===== src/rtl/flexbex_ibex_pkg.sv =====
// flexbex_ibex_pkg: shared FSM state type and default sizing for the interrupt controller
package flexbex_ibex_pkg;
  localparam int NUM_IRQ_DEF = 16;
  localparam int ID_W_DEF = 5;
  typedef enum logic [1:0] {IRQ_IDLE, IRQ_REQ, IRQ_ACK} irq_state_e;
endpackage


===== src/rtl/flexbex_ibex_irq_prio_enc.sv =====
// flexbex_ibex_irq_prio_enc: combinational fixed-priority encoder, lowest set index wins
module flexbex_ibex_irq_prio_enc
  import flexbex_ibex_pkg::*;
#(
  parameter int NUM_IRQ = NUM_IRQ_DEF,
  parameter int ID_W = ID_W_DEF
) (
  input  logic [NUM_IRQ-1:0] req_i,
  output logic               valid_o,
  output logic [ID_W-1:0]    index_o
);
  // scan from the top down so the lowest requesting index is written last
  always_comb begin
    valid_o = |req_i;
    index_o = '0;
    for (int i = NUM_IRQ - 1; i >= 0; i--)
      if (req_i[i]) index_o = ID_W'(i);
  end
endmodule


===== src/rtl/flexbex_ibex_irq_prio_ctrl.sv =====
// flexbex_ibex_irq_prio_ctrl: edge/level interrupt capture, priority select and ack handshake
module flexbex_ibex_irq_prio_ctrl
  import flexbex_ibex_pkg::*;
#(
  parameter int NUM_IRQ = NUM_IRQ_DEF,
  parameter int ID_W = ID_W_DEF,
  parameter logic [NUM_IRQ-1:0] EDGE_MASK = '0
) (
  input  logic               clk,
  input  logic               rst,
  input  logic [NUM_IRQ-1:0] irq_i,
  input  logic [NUM_IRQ-1:0] irq_en_i,
  input  logic               m_IE_i,
  input  logic               ctrl_ack_i,
  input  logic               ctrl_kill_i,
  output logic               irq_req_ctrl_o,
  output logic [ID_W-1:0]    irq_id_ctrl_o,
  output logic [NUM_IRQ-1:0] irq_pending_o,
  output logic               irq_ack_o,
  output logic [ID_W-1:0]    irq_ack_id_o
);
  irq_state_e state_q, state_d;
  logic [ID_W-1:0] id_q, id_d, win_id;
  logic [NUM_IRQ-1:0] irq_q, irq_d, pend_q, pend_d, edge_det, ack_clr, eligible;
  logic win_valid;

  assign irq_d = irq_i;
  assign edge_det = irq_i & ~irq_q;
  assign irq_pending_o = (EDGE_MASK & (pend_q | edge_det)) | (~EDGE_MASK & irq_i);
  assign eligible = irq_pending_o & irq_en_i;
  // a fresh edge in the same cycle as its ack must not be lost, so set beats clear
  assign pend_d = (pend_q & ~ack_clr) | (edge_det & EDGE_MASK);

  flexbex_ibex_irq_prio_enc #(.NUM_IRQ(NUM_IRQ), .ID_W(ID_W)) u_enc (
    .req_i   (eligible),
    .valid_o (win_valid),
    .index_o (win_id)
  );

  // handshake FSM: id is frozen once a request is presented until ack or kill
  always_comb begin
    state_d = state_q;
    id_d = id_q;
    ack_clr = '0;
    case (state_q)
      IRQ_IDLE: if (m_IE_i && win_valid) begin
        state_d = IRQ_REQ;
        id_d = win_id;
      end
      IRQ_REQ: if (ctrl_ack_i) begin
        state_d = IRQ_ACK;
        ack_clr = EDGE_MASK & (NUM_IRQ'(1) << id_q);
      end else if (ctrl_kill_i) state_d = IRQ_IDLE;
      default: state_d = IRQ_IDLE;
    endcase
  end

  // state, id, edge history and sticky pending bits
  always_ff @(posedge clk or posedge rst) begin
    if (rst) begin
      state_q <= IRQ_IDLE;
      id_q <= '0;
      irq_q <= '0;
      pend_q <= '0;
    end else begin
      state_q <= state_d;
      id_q <= id_d;
      irq_q <= irq_d;
      pend_q <= pend_d;
    end
  end

  assign irq_req_ctrl_o = state_q == IRQ_REQ;
  assign irq_ack_o = state_q == IRQ_ACK;
  assign irq_id_ctrl_o = id_q;
  assign irq_ack_id_o = irq_ack_o ? id_q : '0;
endmodule


===== config.mk =====
export PLATFORM = sky130hd
export DESIGN_NAME = flexbex_ibex_irq_prio_ctrl
export DESIGN_NICKNAME = d
export VERILOG_FILES = /design/src/rtl/flexbex_ibex_pkg.sv /design/src/rtl/flexbex_ibex_irq_prio_enc.sv /design/src/rtl/flexbex_ibex_irq_prio_ctrl.sv
export SDC_FILE = /design/constraint.sdc
export NUM_CORES = 1
export LEC_CHECK = 0
export BUFFER_PORTS_ARGS = -buffer_cell sky130_fd_sc_hd__buf_2
export CAP_MARGIN = 20
export CORE_MARGIN = 5
export CORE_UTILIZATION = 34
export DETAILED_ROUTE_END_ITERATION = 6
export PLACE_DENSITY_LB_ADDON = 0.05
export SYNTH_ARGS = -nofsm -noshare
export SYNTH_HDL_FRONTEND = slang
export SYNTH_HIERARCHICAL = 1
export SYNTH_SLANG_ARGS = --single-unit

===== constraint.sdc =====
create_clock -name clk -period 1.3 [get_ports clk]
set_input_delay 0.26 -clock clk [delete_from_list [all_inputs] [get_ports clk]]
set_output_delay 0.26 -clock clk [all_outputs]
set_load 0.05 [all_outputs]

==> impl_metrics.tcl <==
set metrics [dict create \
    numCtsBuffers 3 \
    grt_pass1_wl_um 3150 \
    diodes 0 \
    grt_pass1_vias 808 \
    path_max_fanout 5 \
    cts_root_buf "clkbuf_4" \
    initial_core_util_pct 34.6 \
    ir_drop_v 0.000609 \
    fp.dieW_um 57.0 \
    htreeDepth 1 \
    worstPathRequired_ns 1.42 \
    min_path_type "input port to flop" \
    drv_cap 0 \
    vias 836 \
    setup_viol 12 \
    outcome "finished with violations" \
    maxSlewViolCount 0 \
    cts_buffer_depth 2 \
    ios 65 \
    die_h_um 57.0 \
    rsz0062_at_grt "true" \
    ys_types 27 \
    max_freq_mhz 607 \
    placementRows 17 \
    grt.overflow.total 0 \
    violations "negative setup slack" \
    critical-path-slowest-cell "or3_4" \
    clkTransAtPathRegs_ns 0.05 \
    area_growth_pct 75.3 \
    viasPerCell 4.31 \
    drtIter0Drc 5 \
    cpPeakStageDelay_ns 0.34 \
    worst_slack_ns -0.348 \
    globalplace.congestion 0.754 \
    synth_warnings 6 \
    path_cells "buf_6 > and2_4 > nor4_4 > nand3_1 > or3_4 > and4bb_4 > mux2_4" \
    hold_viol 0 \
    layout.nets 204 \
    syn_inst 93 \
    wl_per_cell_um 10.1 \
    p_int_uw 725 \
    fin_crit_ns 1.65 \
    first_pass_iters 3 \
    p_leak_uw 0.000711 \
    drc_errors 0 \
    p_switching_uw 572 \
    cts_num_sinks 7 \
    worstSetupStartpointType "input port" \
    syn-num-nets 130 \
    min_period_over_period_pct 127 \
    arrival_ns 1.77 \
    netlist_area_sq_um 751 \
    layout-drive-gt1-share_pct 65.1 \
    p_comb_share_pct 62.2 \
    holdWs_ns 0.237 \
    antenna_found_initial 0 \
    synth-edff-count 0 \
    yosys_register_bits 7 \
    p_clk_share_pct 14.2 \
    crit_buf_inv 1 \
    dp_slack_ns -0.656 \
    dieArea_sq_um 3250 \
    fp.coreArea_sq_um 2170 \
    grt_max_degree 8 \
    grt_usage_pct 12.0 \
    worstSetupEndpointType "flop" \
    pwr_density_cell_nw_per_um2 986 \
    switching_share_pct 44.1 \
    fin_setup_tns_ns -2.60 \
    cpLargestDelayFamily "simple AND/OR/NAND/NOR gates" \
    port_buffers 64 \
    synth.avg_cell_area_sq_um 8.07 \
    ys.flop_type "dfrtp_1" \
    ant_nets 0 \
    async_reset_ff_share_pct 100 \
    cts_tree "done" \
    seq_area_frac_synth_pct 23.3 \
    skew_ns 0.00189 \
    critPathKind "input port to flop" \
    dpl.hpwl_um 1730 \
    drt-total-wl_um 1970 \
    p_seq_share_pct 23.6 \
    clkLatencyLatePin_ns 0.24 \
]
## worst paths after layout
path                                   from                to  slack, ns  cells past startpoint
max reg2reg                      state_q[0]  irq_id_ctrl_o[4]      -0.11                      4
min in group asynchronous               rst  irq_id_ctrl_o[3]       0.48                      3
min                              ctrl_ack_i        state_q[1]       0.24                      2
max                             irq_en_i[4]  irq_id_ctrl_o[2]      -0.35                      7
min reg2reg                irq_id_ctrl_o[4]  irq_id_ctrl_o[4]       0.53                      1
max in group asynchronous               rst  irq_id_ctrl_o[2]       0.62                      3
## power groups by stage
stage	combinational (uW)	sequential [uW]	clock, uW
CTS	797	308	194
floorplan	400	454	0
finish	807	307	184
global route	855	316	198
global placement	721	310	0
detailed placement	727	314	0
## layout make-up
| cell class | count | area, sq um |
|---|---|---|
| fill | 203 | 853 |
| timing repair buffer | 86 | 584 |
| multi-input combinational | 65 | 480 |
| sequential | 7 | 175 |
| tap | 28 | 35.0 |
| clock buffer | 4 | 26.3 |
| inverter | 4 | 15.0 |
## repair_timing
item	4_1_cts	5_1_grt
pin swaps	6	2
setup buffers	2	1
hold buffers	1	0
endpoints found under the setup margin	13	13
endpoints found under the hold margin	7	0
gates resized for setup	25	6
## per-layer routing
metal	up-vias	GRT usage [%]	routed length (um)
met3	2	2.04	176
met2	34	23.3	1100
met5	-	0	0
met4	0	4.97	12
met1	358	12.4	678
li1	442	-	-
## per-stage QoR
step | instance area (sq um) | total power (uW) | cells | util [%]
after CTS | 1280 | 1300 | 193 | 59.1
final | 1320 | 1300 | 194 | 60.7
after global placement | 1140 | 1030 | 186 | 52.4
after global routing | 1320 | 1370 | 194 | 60.7
after detailed placement | 1140 | 1040 | 186 | 52.4
after floorplan | 773 | 854 | 93 | -
## layout by cell type (no fill, tap or decap), types with 2 or more instances in the layout
cell | Yosys | final
nor2_1 | 7 | 7
and2_1 | 22 | 14
dfrtp_1 | 7 | 7
clkbuf_4 | 0 | 3
buf_8 | 0 | 6
buf_6 | 0 | 7
buf_2 | 0 | 54
inv_1 | 4 | 4
and2_4 | 0 | 8
o21ai_0 | 2 | 2
a31oi_1 | 2 | 2
nand2_1 | 5 | 5
nand3_1 | 2 | 2
a21oi_1 | 4 | 3
buf_4 | 17 | 18
mux2_4 | 5 | 5
## Yosys cell counts, types with 2 or more instances
master / n / area, sq um
a21oi_1: 4 / 20.0
a31oi_1: 2 / 12.5
and2_1: 22 / 138
buf_4: 17 / 128
dfrtp_1: 7 / 175
inv_1: 4 / 15.0
mux2_4: 5 / 75.1
nand2_1: 5 / 18.8
nand3_1: 2 / 10.0
nor2_1: 7 / 26.3
o21ai_0: 2 / 10.0
## state kept, by name (all words and copies together), names as in the netlist
name,flops
state_q,2
irq_id_ctrl_o,5
## cell families after synthesis
kind of cell	Yosys count	share of synthesized area [%]
buf+inv	21	19.0
mux	5	10.0
flops	7	23.3
other cells	1	0.500
simple gates	48	38.3
compound gates	11	8.83
Note: power is estimated with default switching activity, not from simulation.
